### src/rtl/tanh_lut_arbiter.sv
// Round-robin arbiter that lets NUM_REQ requesters share one external tanh LUT.
// One lookup in flight: IDLE -> ISSUE -> CAPTURE -> RESP.
module tanh_lut_arbiter #(
  parameter int unsigned NUM_REQ = 4,
  parameter int unsigned DATA_W  = 8,
  parameter int unsigned CNT_W   = 16
) (
  input  logic                         clk,
  input  logic                         rst,
  input  logic [NUM_REQ-1:0]           req_valid,
  input  logic [NUM_REQ*DATA_W-1:0]    req_addr,
  output logic [NUM_REQ-1:0]           req_ready,
  output logic [DATA_W-1:0]            lut_addr,
  input  logic [DATA_W-1:0]            lut_data,
  output logic                         rsp_valid,
  output logic [DATA_W-1:0]            rsp_data,
  output logic [$clog2(NUM_REQ)-1:0]   rsp_id,
  input  logic                         rsp_ready,
  output logic                         busy,
  output logic [CNT_W-1:0]             lut_count
);

  localparam int unsigned IdW = $clog2(NUM_REQ);

  typedef enum logic [1:0] {StIdle, StIssue, StCapture, StResp} state_e;

  state_e              r_state, w_state_next;
  logic [IdW-1:0]      r_rr_ptr, r_grant, r_rsp_id;
  logic [DATA_W-1:0]   r_lut_addr, r_rsp_data;
  logic [CNT_W-1:0]    r_lut_count;

  logic                w_found, w_accept, w_rsp_done;
  logic [IdW-1:0]      w_sel, w_idx, w_ptr_next;
  logic [DATA_W-1:0]   w_sel_addr;

  // First valid requester scanning upward from r_rr_ptr, wrapping at NUM_REQ-1.
  always_comb begin
    w_found = 1'b0;
    w_sel   = '0;
    w_idx   = r_rr_ptr;
    for (int k = 0; k < NUM_REQ; k++) begin
      if (!w_found && req_valid[w_idx]) begin
        w_found = 1'b1;
        w_sel   = w_idx;
      end
      w_idx = (w_idx == IdW'(NUM_REQ - 1)) ? '0 : w_idx + IdW'(1);
    end
  end

  always_comb begin
    w_sel_addr = '0;
    for (int k = 0; k < NUM_REQ; k++) begin
      if (w_sel == IdW'(k)) w_sel_addr = req_addr[k*DATA_W +: DATA_W];
    end
  end

  assign w_accept   = (r_state == StIdle) && w_found && !rst;
  assign w_rsp_done = (r_state == StResp) && rsp_ready;
  assign w_ptr_next = (r_grant == IdW'(NUM_REQ - 1)) ? '0 : r_grant + IdW'(1);

  always_comb begin
    w_state_next = r_state;
    unique case (r_state)
      StIdle:    if (w_accept) w_state_next = StIssue;
      StIssue:   w_state_next = StCapture;
      StCapture: w_state_next = StResp;
      StResp:    if (rsp_ready) w_state_next = StIdle;
      default:   w_state_next = StIdle;
    endcase
  end

  always_ff @(posedge clk) begin
    if (rst) begin
      r_state     <= StIdle;
      r_rr_ptr    <= '0;
      r_grant     <= '0;
      r_rsp_id    <= '0;
      r_lut_addr  <= '0;
      r_rsp_data  <= '0;
      r_lut_count <= '0;
    end else begin
      r_state <= w_state_next;
      if (w_accept) begin
        r_lut_addr <= w_sel_addr;
        r_grant    <= w_sel;
      end
      // LUT output settled on the falling edge inside ISSUE; only sampled here.
      if (r_state == StCapture) begin
        r_rsp_data <= lut_data;
        r_rsp_id   <= r_grant;
      end
      if (w_rsp_done) begin
        r_rr_ptr <= w_ptr_next;
        if (r_lut_count != '1) r_lut_count <= r_lut_count + CNT_W'(1);
      end
    end
  end

  assign req_ready = w_accept ? ({{(NUM_REQ-1){1'b0}}, 1'b1} << w_sel) : '0;
  assign lut_addr  = r_lut_addr;
  assign rsp_valid = (r_state == StResp);
  assign rsp_data  = r_rsp_data;
  assign rsp_id    = r_rsp_id;
  assign busy      = (r_state != StIdle);
  assign lut_count = r_lut_count;

endmodule

### config.mk
export PLATFORM = sky130hd
export DESIGN_NAME = tanh_lut_arbiter
export DESIGN_NICKNAME = d
export VERILOG_FILES = /design/src/rtl/tanh_lut_arbiter.sv
export SDC_FILE = /design/constraint.sdc
export NUM_CORES = 1
export LEC_CHECK = 0
export CAP_MARGIN = 25
export CORE_UTILIZATION = 44
export CTS_CLUSTER_DIAMETER = 50
export CTS_CLUSTER_SIZE = 12
export DETAILED_ROUTE_END_ITERATION = 12
export GPL_TIMING_DRIVEN = 1
export PLACE_DENSITY = 0.84
export REMOVE_ABC_BUFFERS = 1
export SLEW_MARGIN = 10
export SYNTH_ARGS = -nofsm -noshare
export SYNTH_HDL_FRONTEND = slang
export SYNTH_SLANG_ARGS = --single-unit
### constraint.sdc
create_clock -name clk -period 2.76 [get_ports clk]
set_input_delay 0.414 -clock clk [delete_from_list [all_inputs] [get_ports clk]]
set_output_delay 0.414 -clock clk [all_outputs]
set_load 0.1 [all_outputs]
# Word level (Yosys, flattened, before mapping)
# Index checks and enable logic that the tools add are counted.
[op_classes] add_sub_neg=5 n_mul=0 div_mod_pow=0 magnitude_cmp=4 eq_ne=13 shift=1 muxes=28 bitwise_logic=0 n_reduce_logical=15
[ops] cell="$mux 8" n=4
[ops] cell="$mux 2" n=10
[ops] cell="$add 16x1->16 const B" n=1
[ops] cell="$eq 2x2->1 const B" n=8
[ops] cell="$ne 16x16->1 const B" n=1
[ops] cell="$lt 2x3->1 const B" n=4
[ops] cell="$add 2x1->2 const B" n=4
[ops] cell="$bmux 1 s2" n=4
[ops] cell="$mux 1" n=8
[ops] cell="$pmux 2 s4" n=1
[ops] cell="$logic_and 1x1->1" n=6
[ops] cell="$eq 2x1->1 const B" n=2
[ops] cell="$logic_not 1->1" n=4
[ops] cell="$logic_not 2->1" n=2
[ops] cell="$mux 4" n=1
[ops] cell="$reduce_and 2->1" n=2
[ops] cell="$shl 1x2->4 const A" n=1
[ops] cell="$ne 2x1->1 const B" n=1
[ops] cell="$ne 2x2->1 const B" n=1
[ops] cell="$reduce_bool 2->1" n=1
[totals] register_bits=40 latchBits=0 mem_bits_rw=0 rom_bits=0 wordCells=73 mem_count=0

# Longest topological paths before layout
[logic_depth] depth_word=17 mapped_depth=10 ltp_nobuf=7

# Worst setup path before layout
# OpenSTA, ideal clock, no wires.
[synth_timing] path_kind="flip-flop to output port" start="register r_rr_ptr[1]" end="output port req_ready[0]" arrival_time_ps=3278 required_time_ps=2346 slack_ps=-932 path_stages_with_launch=9 path_cell_list="dfxtp_1 > ha_1 > buf_4 > mux4_1 > nand3_1 > o211ai_1 > or3_1 > buf_6 > nor2_1"
[synth_between] elab_chain_cells=15 word_cells_on_any_way=35 classes_between="add/sub (3); eq/ne (3); shift (1); mux (20); reduce/logical (8)"
[synth_rtl] element="start: declaration" line_no="28" text="logic [IdW-1:0] r_rr_ptr, r_grant, r_rsp_id;"
[synth_rtl] element="start signal: assignment" line_no="93" text="r_rr_ptr <= w_ptr_next;"
[synth_rtl] element="branches (longest 14 deep; another with $add 2x1->2)"
[synth_rtl] element="$mux 4 (*)" line_no="99" text="assign req_ready = w_accept ? ({{(NUM_REQ-1){1'b0}}, 1'b1} << w_sel) : '0;"
[synth_rtl] element="end: declaration" line_no="12" text="output logic [NUM_REQ-1:0] req_ready,"
# Mark *: on every way between the ends. The select of a mux whose other input is x is not followed.

# Worst setup path in the final report
[layout_timing] start="register r_rr_ptr[1]" end="output port req_ready[2]"
# The elaborated chain is that of the path after synthesis.

==> results.cfg <==
[grt]
antenna_found_initial = 0
track_usage_pct = 21.8
overflow = 0
grt_pass1_wl_um = 9290
grt_most_used_layer = met2
grt_util_met1_pct = 26.1
use_met2_pct = 38.7
grt_pass1_vias = 2066
grt_start_max_net_pins = 44
gr-usage-met3_pct = 4.47

[critical_path]
cp.required_ns = 2.35
critPathCaptureType = primary output
r2r-end = lut_addr[3]
critPathLaunchType = register
critPathKind = register to primary output
critPathLaunch = r_rr_ptr[1]
crit_fanout = 6
rrSetupSlack_ns = 0.45
r2r-start = r_rr_ptr[0]
worstPathArrival_ns = 2.42
ff2ff_path_depth = 11

[die]
start_util_pct = 47.1
die_area_um2 = 5480
die_w_um = 74.1
coreArea_um2 = 4850
rows = 25
ioPinCount = 87
die_y_um = 74.1

[cells_and_area]
fin_util_pct = 72.5
antennaDiodeCount = 0
syn_to_final_growth_pct = 53.8
instances_no_fill = 416
drive_above_1_share_pct = 29.8
nets = 402

[cts]
htree_num_levels = 2
clockBufferDepth = 2
root_buffer = clkbuf_8
clk_transition_reported_paths_ns = 0.07
clk-insertion-delay-late_ns = 0.29
cts_made_buffers = 5
cts_tree = built
clock_sink_count = 40

[logic_synthesis]
ys_seq_area_share_pct = 35.0
ys_warn_count = 0
synth-edff-count = 0
synthArstFlopShare_pct = 0
ys_top_cells_by_area = dfxtp_1 35%, mux2i_1 14%, nor2_1 5.9%
netlist_instances = 244
synth-seq-cells = 40
synth.distinct_cells = 45
synth_top_area_share_pct = 35.0
synth_top_cell_by_area = dfxtp_1
synth_ff_type = dfxtp_1
syn-mean-instance-area_um2 = 9.36
synth_area_um2 = 2280

[timing]
hold_viol_final = 0
skew_ns = 0.00590
worstMarginPinSlew_ns = 0.626
hold-worst-slack_ns = 0.498
fin_ws_ns = -0.0736
fmax_mhz = 353
drv_slew = 0
max_slew_margin_pct = 58.2
period_needed_ns = 2.83
setup-violations-final = 2
fin_crit_sh_pct = 103
setup_tns_ns = -0.113
rsz0062_at_grt = yes

[worst_hold_path]
hp-start = rsp_data[4]
hold_depth = 2
hp-class = register to register
whs_endpoint = rsp_data[4]

[drt]
vias_per_cell = 5.18
drt-initial-drc-count = 58
ant_nets = 0
finalWirelength_um = 5920
wl_per_cell_um = 14.2
drc = 0
vias = 2154
drt_first_pass_iters = 6

[pwr]
power_per_cell_area_nw_per_um2 = 829
p_leak_uw = 0.00153
ir_drop_uv = 572

[place]
dp_hpwl_um = 4230
gp_congestion = 0.862
port_buffers = 86
dp.cells = 402

[run]
cap_violations = 0

[status]
outcome = finished, violations left
violations = negative setup slack
-- power by group --
part	leakage (µW)	internal, µW	switching (µW)	total, µW
clock network	0.0000645	319	195	514
logic	0.00114	537	1110	1650
registers	0.000326	678	72.6	751
total	0.00153	1530	1380	2910
-- area by class of cell --
type | count | area (µm²)
Multi-Input combinational cell | 183 | 1470
Timing Repair Buffer | 112 | 1010
Clock inverter | 1 | 30.0
Inverter | 6 | 22.5
Fill cell | 358 | 1340
Clock buffer | 7 | 96.3
Tap cell | 67 | 83.8
Sequential cell | 40 | 803
-- per-layer routing --
layer	part of all wire (%)	wire length (µm)	vias up
met4	1.1	65	0
met3	4.6	273	8
met5	0	0	-
li1	-	-	1074
met1	42	2460	1023
met2	53	3120	49
-- state kept, by name, indices dropped and copies added (netlist names) --
signal / flops
lut_addr: 8
lut_count: 16
r_grant: 2
r_rr_ptr: 2
r_state: 2
rsp_data: 8
rsp_id: 2
-- layout by cell type (no fill, tap or decap), types with 6 or more instances in the layout --
cell type        count
nand2b_1             7
mux2i_1             32
clkbuf_8             7
nor2_1              32
nand2_1              9
nand3b_1            10
nand3_1             10
clkdlybuf4s50_1     42
dfxtp_1             38
ha_1                 6
inv_1                6
buf_4               60
o221ai_2             8
nand4_1              6
xor2_1              13
-- worst max-delay path: stages (launching register included) --
cell and delay [ns]:
dfxtp_2 0.34, ha_4 0.31, mux4_2 0.54, nand3_2 0.08
o211ai_1 0.13, or3_4 0.40, nor2_4 0.15, buf_12 0.18
-- cell families after synthesis --
| group | synth area share, % |
|---|---|
| fa+ha+maj | 3.83 |
| flops | 35.0 |
| simple gates | 21.7 |
| mux | 16.8 |
| compound gates | 12.1 |
| buf+inv | 4.76 |
| xor+xnor | 5.75 |
-- synthesized netlist by cell type (all sizes together), types with 2 or more instances --
cell and number:
nand4 6, and4 2, dfxtp 40, mux2 2
nand3b 10, a21oi 6, nor2 37, nor3 2
and3 3, buf 9, ha 7, nand2b 7
nor2b 2, a211oi 2, mux2i 33, clkbuf 6
inv 6, o221ai 9, xnor2 2, nand2 9
nand3 11, o21ai 3, o211ai 2, a21o 2
xor2 13
-- repair_timing --
item,CTS,global route
pin swaps,9,9
hold buffers,0,0
endpoints found under the setup margin,4,4
buffers inserted,3,3
resized for setup,25,2
hold endpoints to repair,0,0
-- stage by stage --
stage	area (µm²)	worst slack, ns	power [µW]
CTS	3480	-0.0206	2890
global placement	3250	-0.0751	2280
detailed placement	3250	-0.0915	2300
global route	3510	-0.133	3040
floorplan	2200	-1.88	1870
finish	3510	-0.0736	2910
-- how the worst max path moves through the flow --
stage	to	slack (ns)	cells after the start
6_report	req_ready[2]	-0.07	7
5_1_grt	req_ready[2]	-0.13	9
4_1_cts	req_ready[0]	-0.02	7
3_5_place_dp	req_ready[2]	-0.09	7
3_3_place_gp	req_ready[0]	-0.08	7
2_1_floorplan	req_ready[0]	-1.88	7
Note: power is estimated with default switching activity, not from simulation.
